--- src/rtl/shoot_pulse_gen_pkg.sv ---
// ---------------------------------------------------------------------------
// shoot_pkg
//
// Purpose:
//   Shared types and constants for the shoot pulse generator: the FSM state
//   enum, the Avalon-MM register addresses, the CTRL/STATUS bit positions
//   and the PULSE_US clamp helper.
//
// Ports:
//   None. This is a package and holds no logic.
//
// Configuration macro used by the users of this package: SHOOT_IRQ_EN.
// ---------------------------------------------------------------------------
package shoot_pkg;

  // FSM states of the shot sequencer.
  typedef enum logic [1:0] {
    S_IDLE = 2'd0,
    S_FIRE = 2'd1,
    S_COOL = 2'd2
  } state_t;

  // Register map addresses.
  localparam logic [1:0] ADDR_CTRL   = 2'd0;
  localparam logic [1:0] ADDR_PULSE  = 2'd1;
  localparam logic [1:0] ADDR_COOL   = 2'd2;
  localparam logic [1:0] ADDR_STATUS = 2'd3;

  // CTRL register bit positions.
  localparam int CTRL_ARM    = 0;
  localparam int CTRL_MODE   = 1;
  localparam int CTRL_IRQ_EN = 2;

  // STATUS register bit positions.
  localparam int STAT_BUSY = 0;
  localparam int STAT_CAP  = 1;
  localparam int STAT_DONE = 2;

  // Limit a requested pulse width to the largest value the hardware allows.
  function automatic logic [15:0] clamp_pulse(input logic [15:0] value,
                                              input logic [15:0] max_value);
    logic [15:0] result;
    result = (value > max_value) ? max_value : value;
    return result;
  endfunction

endpackage

--- src/rtl/shoot_tick_gen.sv ---
// ---------------------------------------------------------------------------
// shoot_tick_gen
//
// Purpose:
//   Microsecond timebase prescaler. Counts clk cycles and raises o_tick for
//   one cycle out of every TICK_DIV. A synchronous clear restarts the count
//   so that a freshly started interval always lasts a whole number of ticks.
//
// Ports:
//   clk      in   system clock
//   reset_n  in   synchronous active-low reset
//   i_clear  in   synchronous clear of the prescaler count
//   o_tick   out  one-cycle pulse every TICK_DIV cycles
//
// Parameters:
//   TICK_DIV  clk cycles per tick
// ---------------------------------------------------------------------------
module shoot_tick_gen #(
  parameter int TICK_DIV = 50
) (
  input  logic clk,
  input  logic reset_n,
  input  logic i_clear,
  output logic o_tick
);

  // A divider of 1 still needs a one-bit counter to stay legal.
  localparam int CNT_W = (TICK_DIV > 1) ? $clog2(TICK_DIV) : 1;
  localparam logic [CNT_W-1:0] LAST = CNT_W'(TICK_DIV - 1);

  logic [CNT_W-1:0] r_cnt;

  // Wrap at LAST; the clear takes effect on the edge where it is asserted,
  // so the first tick after a clear arrives exactly TICK_DIV cycles later.
  always_ff @(posedge clk) begin
    if (!reset_n) begin
      r_cnt <= '0;
    end else if (i_clear || (r_cnt == LAST)) begin
      r_cnt <= '0;
    end else begin
      r_cnt <= r_cnt + CNT_W'(1);
    end
  end

  assign o_tick = (r_cnt == LAST);

endmodule

--- src/rtl/shoot_pulse_gen.sv ---
// ---------------------------------------------------------------------------
// shoot_pulse_gen
//
// Purpose:
//   Turns the software shoot request (shoot PIO out_port) into a single,
//   timed solenoid gate pulse on either the flat-kick or the chip-kick
//   driver, then holds off further shots for a programmable cooldown.
//   Pulse width, cooldown and mode are set over a small Avalon-MM slave.
//
// Ports:
//   clk         in   system clock
//   reset_n     in   synchronous active-low reset
//   address     in   register select (CTRL, PULSE_US, COOLDOWN_US, STATUS)
//   chipselect  in   slave select
//   write_n     in   active-low write strobe
//   writedata   in   write data
//   readdata    out  combinational read mux, undefined bits read 0
//   shoot_trig  in   shoot request, rising edge fires
//   cap_ready   in   capacitor-charged flag, asynchronous
//   kick_out    out  flat-kick solenoid gate, registered
//   chip_out    out  chip-kick solenoid gate, registered
//   busy        out  high while firing or cooling down
//   irq         out  DONE interrupt, registered (only with SHOOT_IRQ_EN)
//
// Parameters:
//   TICK_DIV      clk cycles per 1 us tick
//   MAX_PULSE_US  upper clamp for PULSE_US writes
//   COOL_RST_US   reset value of COOLDOWN_US
//
// Configuration macro:
//   SHOOT_IRQ_EN  adds the irq output and the CTRL IRQ_EN bit. Without it
//                 CTRL bit2 reads 0 and ignores writes.
// ---------------------------------------------------------------------------
module shoot_pulse_gen
  import shoot_pkg::*;
#(
  parameter int TICK_DIV     = 50,
  parameter int MAX_PULSE_US = 8000,
  parameter int COOL_RST_US  = 20000
) (
  input  logic        clk,
  input  logic        reset_n,
  input  logic [1:0]  address,
  input  logic        chipselect,
  input  logic        write_n,
  input  logic [15:0] writedata,
  output logic [15:0] readdata,
  input  logic        shoot_trig,
  input  logic        cap_ready,
  output logic        kick_out,
  output logic        chip_out,
  output logic        busy
`ifdef SHOOT_IRQ_EN
  ,
  output logic        irq
`endif
);

  localparam logic [15:0] MAX_PULSE = 16'(MAX_PULSE_US);
  localparam logic [15:0] COOL_RST  = 16'(COOL_RST_US);

  // Software-visible registers.
  logic        r_arm;
  logic        r_mode;
  logic [15:0] r_pulse;
  logic [15:0] r_cool;
  logic        r_done;

  // Input conditioning.
  logic r_cap_meta;
  logic r_cap_s;
  logic r_trig_q;

  // Shot sequencer state and per-shot latched values.
  state_t      r_state;
  logic [15:0] r_pulse_lat;
  logic [15:0] r_cool_lat;
  logic [15:0] r_tick_cnt;
  logic        r_kick;
  logic        r_chip;

  logic w_wr;
  logic w_status_wr;
  logic w_edge;
  logic w_tick;
  logic w_fire_start;
  logic w_fire_end;
  logic w_cool_end;
  logic w_clear;
  logic w_done_next;

  assign w_wr        = chipselect && !write_n;
  assign w_status_wr = w_wr && (address == ADDR_STATUS);

  // cap_ready comes from the charger board with no relation to clk, so it
  // is brought in through two flops before the sequencer looks at it.
  always_ff @(posedge clk) begin
    if (!reset_n) begin
      r_cap_meta <= 1'b0;
      r_cap_s    <= 1'b0;
      r_trig_q   <= 1'b0;
    end else begin
      r_cap_meta <= cap_ready;
      r_cap_s    <= r_cap_meta;
      r_trig_q   <= shoot_trig;
    end
  end

  // Only a fresh 0 -> 1 transition is a shot request; a held-high
  // trigger never re-fires.
  assign w_edge = shoot_trig && !r_trig_q;

  // Sequencer decisions. A shot starts only from IDLE; FIRE ends either
  // when the latched width has elapsed or when ARM is withdrawn; COOL ends
  // after the latched cooldown, or straight away when it is zero.
  assign w_fire_start = (r_state == S_IDLE) && w_edge && r_arm && r_cap_s &&
                        (r_pulse != 16'd0);
  assign w_fire_end   = (r_state == S_FIRE) &&
                        (!r_arm ||
                         (w_tick && (r_tick_cnt == (r_pulse_lat - 16'd1))));
  assign w_cool_end   = (r_state == S_COOL) &&
                        ((r_cool_lat == 16'd0) ||
                         (w_tick && (r_tick_cnt == (r_cool_lat - 16'd1))));

  // Restart the prescaler on entry to FIRE and to COOL so both intervals
  // are exact multiples of TICK_DIV cycles.
  assign w_clear = w_fire_start || w_fire_end;

  shoot_tick_gen #(
    .TICK_DIV (TICK_DIV)
  ) u_tick_gen (
    .clk     (clk),
    .reset_n (reset_n),
    .i_clear (w_clear),
    .o_tick  (w_tick)
  );

  // DONE is sticky: set as the shot returns to IDLE, cleared by any write to
  // STATUS. A completion on the same edge as the clear is kept.
  assign w_done_next = w_cool_end || (r_done && !w_status_wr);

  // Register file writes. Writes land at any time; the current shot keeps
  // its own latched copies, so mid-shot writes only affect the next shot.
  always_ff @(posedge clk) begin
    if (!reset_n) begin
      r_arm   <= 1'b0;
      r_mode  <= 1'b0;
      r_pulse <= 16'd0;
      r_cool  <= COOL_RST;
    end else if (w_wr) begin
      case (address)
        ADDR_CTRL: begin
          r_arm  <= writedata[CTRL_ARM];
          r_mode <= writedata[CTRL_MODE];
        end
        ADDR_PULSE: r_pulse <= clamp_pulse(writedata, MAX_PULSE);
        ADDR_COOL:  r_cool  <= writedata;
        default: ;
      endcase
    end
  end

  always_ff @(posedge clk) begin
    if (!reset_n) begin
      r_done <= 1'b0;
    end else begin
      r_done <= w_done_next;
    end
  end

`ifdef SHOOT_IRQ_EN
  logic r_irq_en;
  logic r_irq;
  logic w_irq_en_next;

  assign w_irq_en_next = (w_wr && (address == ADDR_CTRL)) ?
                         writedata[CTRL_IRQ_EN] : r_irq_en;

  // irq is built from the next-state values so it rises on the same edge
  // as DONE and falls on the edge of the STATUS write that clears it.
  always_ff @(posedge clk) begin
    if (!reset_n) begin
      r_irq_en <= 1'b0;
      r_irq    <= 1'b0;
    end else begin
      r_irq_en <= w_irq_en_next;
      r_irq    <= w_done_next && w_irq_en_next;
    end
  end

  assign irq = r_irq;
`endif

  // Shot sequencer. The gate for the latched mode is raised on the same
  // edge that leaves IDLE and lowered on the edge that enters COOL, so the
  // two gates can never be high together. The tick counter restarts on
  // every state entry and compares against (length - 1) because the tick
  // that closes an interval is the length-th one.
  always_ff @(posedge clk) begin
    if (!reset_n) begin
      r_state     <= S_IDLE;
      r_pulse_lat <= 16'd0;
      r_cool_lat  <= 16'd0;
      r_tick_cnt  <= 16'd0;
      r_kick      <= 1'b0;
      r_chip      <= 1'b0;
    end else begin
      case (r_state)
        S_IDLE: begin
          if (w_fire_start) begin
            r_state     <= S_FIRE;
            r_pulse_lat <= r_pulse;
            r_tick_cnt  <= 16'd0;
            r_kick      <= !r_mode;
            r_chip      <= r_mode;
          end
        end
        S_FIRE: begin
          if (w_fire_end) begin
            r_state    <= S_COOL;
            r_cool_lat <= r_cool;
            r_tick_cnt <= 16'd0;
            r_kick     <= 1'b0;
            r_chip     <= 1'b0;
          end else if (w_tick) begin
            r_tick_cnt <= r_tick_cnt + 16'd1;
          end
        end
        S_COOL: begin
          if (w_cool_end) begin
            r_state    <= S_IDLE;
            r_tick_cnt <= 16'd0;
          end else if (w_tick) begin
            r_tick_cnt <= r_tick_cnt + 16'd1;
          end
        end
        default: begin
          r_state <= S_IDLE;
          r_kick  <= 1'b0;
          r_chip  <= 1'b0;
        end
      endcase
    end
  end

  assign kick_out = r_kick;
  assign chip_out = r_chip;
  assign busy     = (r_state != S_IDLE);

  // Register read mux.
  always_comb begin
    readdata = 16'd0;
    case (address)
      ADDR_CTRL: begin
        readdata[CTRL_ARM]  = r_arm;
        readdata[CTRL_MODE] = r_mode;
`ifdef SHOOT_IRQ_EN
        readdata[CTRL_IRQ_EN] = r_irq_en;
`endif
      end
      ADDR_PULSE:  readdata = r_pulse;
      ADDR_COOL:   readdata = r_cool;
      ADDR_STATUS: begin
        readdata[STAT_BUSY] = busy;
        readdata[STAT_CAP]  = r_cap_s;
        readdata[STAT_DONE] = r_done;
      end
      default: readdata = 16'd0;
    endcase
  end

endmodule

--- config.mk ---
export PLATFORM = sky130hd
export DESIGN_NAME = shoot_pulse_gen
export DESIGN_NICKNAME = d
export VERILOG_FILES = /design/src/rtl/shoot_pulse_gen_pkg.sv /design/src/rtl/shoot_tick_gen.sv /design/src/rtl/shoot_pulse_gen.sv
export SDC_FILE = /design/constraint.sdc
export NUM_CORES = 1
export LEC_CHECK = 0
export CORE_ASPECT_RATIO = 0.9
export CORE_MARGIN = 5
export CORE_UTILIZATION = 63
export DETAILED_ROUTE_END_ITERATION = 10
export GPL_TIMING_DRIVEN = 1
export PLACE_DENSITY = 0.94
export SKIP_LAST_GASP = 1
export SLEW_MARGIN = 15
export SYNTH_ARGS = -nofsm -noshare
export SYNTH_HDL_FRONTEND = slang
export SYNTH_SLANG_ARGS = --single-unit
--- constraint.sdc ---
create_clock -name clk -period 8.2 [get_ports clk]
set_clock_uncertainty 0.1 [all_clocks]
set_input_delay 1.64 -clock clk [delete_from_list [all_inputs] [get_ports clk]]
set_output_delay 1.64 -clock clk [all_outputs]
set_load 0.01 [all_outputs]
==> impl_metrics.yaml, run 1 <==
final_layout:
  final_cells: 751
  antenna_cells: 0
  layout.nets: 687
  fin_util_pct: 71.7
  drive_gt1_share_pct: 6.13
  area_delta_synth_final_pct: 10.4
routing:
  wirelength_mm: 13.7
  wl_per_cell_um: 18.2
  first_pass_iters: 5
  drt_iter0_drc: 350
  drtAntennaViolNets: 0
  vias: 4908
  via_per_inst: 6.54
  post-route-drc-count: 0
synthesis:
  synth.cell_area_um2: 5240
  synth_fp_nets: 676
  synth-async-reset-ratio_pct: 0
  ys_types: 66
  synth_seq_cells: 96
  yosys.area.top_type_share_pct: 36.7
  yosysTopAreaCell: "dfxtp_1"
  synth-seq-area-share_pct: 36.7
  synth_edf_count: 0
  syn_avg_cell_area_um2: 8.23
  yosys_warnings: 0
  synth_flop_cell: "dfxtp_1"
  synth_cells: 636
  synthTopCellsByArea: "dfxtp_1 (37%), nand2_1 (7.6%), xnor2_1 (3.8%)"
clock_network:
  post_cts_buffers: 0
  ctsResizeCount: 0
  tritoncts: "done"
  clk_pin_slew_worst_paths_ps: 90
  cts.htree.levels: 3
  root_buffer: "clkbuf_8"
  cts_hold_buffers: 0
  cts_buffers: 9
  clk_path_buf_depth: 2
  worstSkewPairLatency_ps: 360
  cts.sink_count: 96
global_routing:
  grt_pass1_wl_mm: 22.5
  grt_max_degree: 58
  grt_overflow_total: 0
  grt_antenna_before_repair: 0
  grt.total_usage_pct: 27.5
  grt_pass1_vias: 4635
sta:
  fin_crit_sh_pct: 68.0
  hold_viol: 0
  finalSetupTns_ps: 0
  fmax_mhz: 179
  finalMaxSlewViolations: 0
  setup_viol: 0
  worst_pin_slew_ps: 1030
  period_needed_ps: 5580
  max_slew_margin_pct: 31.0
  rsz0062_at_grt: "false"
setup_path:
  path_max_fanout: 18
  end_kind: "output pin"
  cp-start-kind: "primary input"
  path_class: "primary input to output pin"
  arrival_ps: 3840
  critical_path_required_ps: 6460
floorplanning:
  die_w_um: 106
  initial_core_util_pct: 64.9
  core_area_um2: 8070
  fp.dieArea_um2: 10200
  num_rows: 31
  die_y_um: 96.5
  pin_count: 43
place:
  dp.cells: 735
  numPortBuffers: 42
  gp_congestion: 0.905
  dp_hpwl_mm: 10.1
power_and_ir_drop:
  max-vdd-ir-drop_mv: 0.139
  p_leak_uw: 0.00208
  powerDensity_nw_per_um2: 145
outcome:
  status: "complete, no violations"
worst_hold_path:
  hold_class: "flop to flop"
job:
  max_cap_violations: 0
-- per-stage QoR --
step | power, µW | instance area [µm²] | setup slack, ps | hold WS [ps]
global placement | 559 | 5600 | 2830 | 318
CTS | 838 | 5770 | 2670 | 361
floorplan | 533 | 5240 | 3700 | 312
finish | 837 | 5780 | 2620 | 353
detailed placement | 563 | 5600 | 2680 | 337
global route | 865 | 5780 | 2460 | 390
-- cells in the mapped netlist, drive strengths merged, types with 3 or more instances --
cell type / n
a21oi: 38
a222oi: 3
a22oi: 20
a31oi: 6
and2: 9
and3: 9
buf: 6
clkbuf: 37
dfxtp: 96
ha: 16
inv: 14
mux2i: 18
nand2: 107
nand2b: 5
nand3: 29
nand4: 11
nor2: 46
nor2b: 16
nor3: 11
nor3b: 3
nor4: 14
o21ai: 8
o221a: 5
o311ai: 12
o31ai: 4
or2: 3
or3: 8
or4: 5
xnor2: 23
xor2: 20
-- cell usage in the layout (no fill, tap or decap), types with 12 or more instances in the layout --
cell	count
a22oi_1	20
dfxtp_1	96
nor2b_1	16
ha_1	16
clkdlybuf4s50_1	42
a21oi_1	37
nor2_1	46
xor2_1	20
mux2i_1	18
inv_1	14
nor4_1	12
nand3_1	29
xnor2_1	23
nand2_1	106
-- critical path: stages --
cell and delay [ps]:
clkdlybuf4s50_1 460, inv_1 160, ha_1 600, a22oi_1 190
nor2b_1 200, clkdlybuf4s50_1 600
-- cells by family (layout without fill, tap and decap cells) --
kind of cell    after synthesis  in the layout  synth area share (%)
compound gates              119            119                  17.0
mux                          19             19                  3.66
xor+xnor                     43             43                  7.19
flops                        96             96                  36.7
simple gates                285            285                  26.9
buf+inv                      58             74                  4.71
fa+ha+maj                    16             16                  3.82
-- worst paths after layout --
path                                                   from                             end  slack, ps  cells after the start
worst max-delay path                             address[0]                     readdata[4]       2620                      6
worst min-delay path                  r_cap_meta$_SDFF_PN0_              r_cap_s$_SDFF_PN0_        350                      1
worst max register to register  r_pulse_lat[2]$_SDFFE_PN0P_  u_tick_gen.r_cnt[2]$_SDFF_PP0_       4280                      8
worst min register to register        r_cap_meta$_SDFF_PN0_              r_cap_s$_SDFF_PN0_        350                      1
-- sequential cells by signal (all words and copies together) (netlist names) --
name,cells
chip_out,1
kick_out,1
r_arm,1
r_cap_meta,1
r_cap_s,1
r_cool,16
r_cool_lat,16
r_done,1
r_mode,1
r_pulse,16
r_pulse_lat,16
r_state,2
r_tick_cnt,16
r_trig_q,1
u_tick_gen.r_cnt,6
-- final cells by class --
cell class	instances	area [µm²]
well taps	99	124
multi-input cells	482	3080
flip-flops and latches	96	1920
clock buffers	12	145
fillers	616	2290
clock inverters	4	28.8
repair buffers	43	428
inverters	15	56.3
-- routing by layer --
metal / wire [µm] / track usage [%] / vias to the layer above
met5: 0 / 0 / -
met4: 506 / 13.1 / 0
met3: 1050 / 6.25 / 55
met2: 6210 / 45.5 / 223
met1: 5900 / 34.4 / 2339
li1: - / - / 2291
-- power by group --
part	leakage (µW)	internal [µW]	switching (µW)	total (µW)
sequential	0.000776	472	8.30	481
clock	0.0000830	120	163	283
combinational	0.00122	33.6	39.3	73.0
total	0.00208	626	211	837
No activity file was read; power rests on OpenSTA's default activity.
==> run 2, diff against run 1 <==
--- a/config.mk
+++ b/config.mk
@@ -7,10 +7,10 @@
 export LEC_CHECK = 0
 export CORE_ASPECT_RATIO = 0.9
 export CORE_MARGIN = 5
-export CORE_UTILIZATION = 63
+export CORE_UTILIZATION = 53
 export DETAILED_ROUTE_END_ITERATION = 10
 export GPL_TIMING_DRIVEN = 1
-export PLACE_DENSITY = 0.94
+export PLACE_DENSITY = 0.85
 export SKIP_LAST_GASP = 1
 export SLEW_MARGIN = 15
 export SYNTH_ARGS = -nofsm -noshare
==> constraint.sdc (replaced) <==
create_clock -name clk -period 4.7 [get_ports clk]
set_clock_uncertainty 0.1 [all_clocks]
set_input_delay 0.94 -clock clk [delete_from_list [all_inputs] [get_ports clk]]
set_output_delay 0.94 -clock clk [all_outputs]
set_load 0.01 [all_outputs]
==> run 2 against run 1 <==
Combinational power grew 77%. Total power grew 85%. Sequential cell count is the same. Critical path type unchanged. Utilization shrank 11 points. Wire length grew 3.9%. Sequential power grew 74%. Global-route usage shrank 3.5 points. Largest cell class unchanged. First-iteration DRC count grew 48%.
==> impl_metrics.yaml, run 2 (synthesized netlist as in run 1, its figures left out) <==
routing:
  post-route-drc-count: 0
  wirelength_mm: 14.2
  highest_layer: "met4"
  drt_iter0_drc: 517
  wl_met2_mm: 6.48
  drtAntennaViolNets: 0
  first_pass_iters: 6
  via_per_inst: 6.21
  wl_per_cell_um: 18.2
  wl_met1_mm: 6.03
  vias: 4837
  wl_met3_mm: 1.12
global_routing:
  grt_antenna_before_repair: 0
  grt_max_degree: 58
  grt_overflow_total: 0
  grt_pass1_wl_mm: 23.3
  grt.total_usage_pct: 24.0
  grt_pass1_vias: 4693
worst_hold_path:
  hold_class: "flop to flop"
  hold_path_depth: 1
sta:
  fmax_mhz: 236
  setup_viol: 0
  hold_viol: 0
  rsz0062_at_grt: "false"
  finalSetupTns_ps: 0
  fin_crit_sh_pct: 90.1
  finalMaxSlewViolations: 0
  setup_ws_ps: 467
  max_slew_margin_pct: 34.4
  worst_pin_slew_ps: 981
  period_needed_ps: 4230
final_layout:
  drive_gt1_share_pct: 6.58
  layout.nets: 688
  layout_commonest_cell: "nand2_1"
  num-fill-cells: 835
  area_delta_synth_final_pct: 11.8
  final_cell_mix: "nand2_1 (106), dfxtp_1 (96), nor2_1 (46)"
  antenna_cells: 0
place:
  dp_hpwl_mm: 10.5
  numPortBuffers: 42
  pre_cts_ws_ps: 521
  gp_congestion: 0.914
floorplanning:
  num_rows: 34
  core_area_um2: 9660
  initial_core_util_pct: 54.2
  pin_count: 43
  die_y_um: 104
  die_w_um: 115
  fp.dieArea_um2: 12000
clock_network:
  root_buffer: "clkbuf_8"
  tritoncts: "done"
  ctsResizeCount: 0
  cts.htree.levels: 3
  clk_pin_slew_worst_paths_ps: 100
  post_cts_buffers: 0
  cts_buffers: 9
  worstSkewPairLatency_ps: 380
  clk_path_buf_depth: 2
  cts.sink_count: 96
  cts_hold_buffers: 0
setup_path:
  critPathBufInv: 3
  cp-start-kind: "primary input"
  critPathSlowestCell: "ha_1"
  crit_chain: "clkdlybuf4s50_1 > inv_1 > ha_1 > a222oi_1 > mux2i_1 > clkdlybuf4s50_1"
  critical_path_required_ps: 3660
  path_delay_family: "buffers and inverters"
  rr_worst_depth: 9
  arrival_ps: 3190
  cp.depth: 6
  path_class: "primary input to output pin"
  cp_slowest_stage_delay_ps: 630
  path_max_fanout: 18
  end_kind: "output pin"
  cp_common_cell: "clkdlybuf4s50_1"
power_and_ir_drop:
  max-vdd-ir-drop_mv: 0.191
  powerDensity_nw_per_um2: 264
  p_leak_uw: 0.00210
outcome:
  status: "complete, no violations"
job:
  max_cap_violations: 0
run 2: worst paths after layout:
path,startpoint,slack (ps),end
setup / recovery,address[0],470,readdata[0]
hold / removal,r_cap_meta$_SDFF_PN0_,350,r_cap_s$_SDFF_PN0_
setup reg to reg,r_cool_lat[3]$_SDFFE_PN0P_,950,r_tick_cnt[7]$_SDFFE_PN0P_
hold reg to reg,r_cap_meta$_SDFF_PN0_,350,r_cap_s$_SDFF_PN0_
run 2: stage by stage:
step	cell area (µm²)	total power [µW]	hold WS, ps	util (%)	std cells
after detailed placement	5640	984	331	58.4	763
after CTS	5850	1550	358	60.6	779
after global routing	5850	1600	363	60.6	779
after floorplan	5240	929	312	-	636
after global placement	5640	977	318	58.4	763
final	5850	1540	353	60.6	779
run 2: where the power goes:
group	total (µW)	leakage (µW)	internal, µW	switching [µW]
registers	839	0.000776	824	14.7
logic	129	0.00122	58.8	70.1
clock network	577	0.0000999	256	321
run 2: area by class of cell:
type	instances	area (µm²)	area share, %
Clock buffer	9	124	2.12
Clock inverter	7	85.1	1.45
Inverter	15	56.3	0.962
Multi-Input combinational cell	482	3070	52.5
Sequential cell	96	1920	32.8
Tap cell	126	158	2.69
Timing Repair Buffer	44	435	7.44
run 2: worst reg2reg max path: cells and delay by family, from the launching register on:
family / cells / cell delay (ps)
DFF: 1 / 450
AOI/OAI and AO/OA: 5 / 1360
and+or+nand+nor: 4 / 1740
run 2: routing by layer:
metal	track usage [%]	vias to the layer above
met3	5.06	57
met1	31.6	2237
met5	0	-
li1	-	2293
met4	11.0	0
met2	37.4	250
==> run 3, diff against run 2 <==
--- a/config.mk
+++ b/config.mk
@@ -16,3 +16,4 @@
 export SYNTH_ARGS = -nofsm -noshare
 export SYNTH_HDL_FRONTEND = slang
 export SYNTH_SLANG_ARGS = --single-unit
+export TNS_END_PERCENT = 5
==> results of run 3 <==
The final DEF is identical to that of run 2; final timing and power are the same.
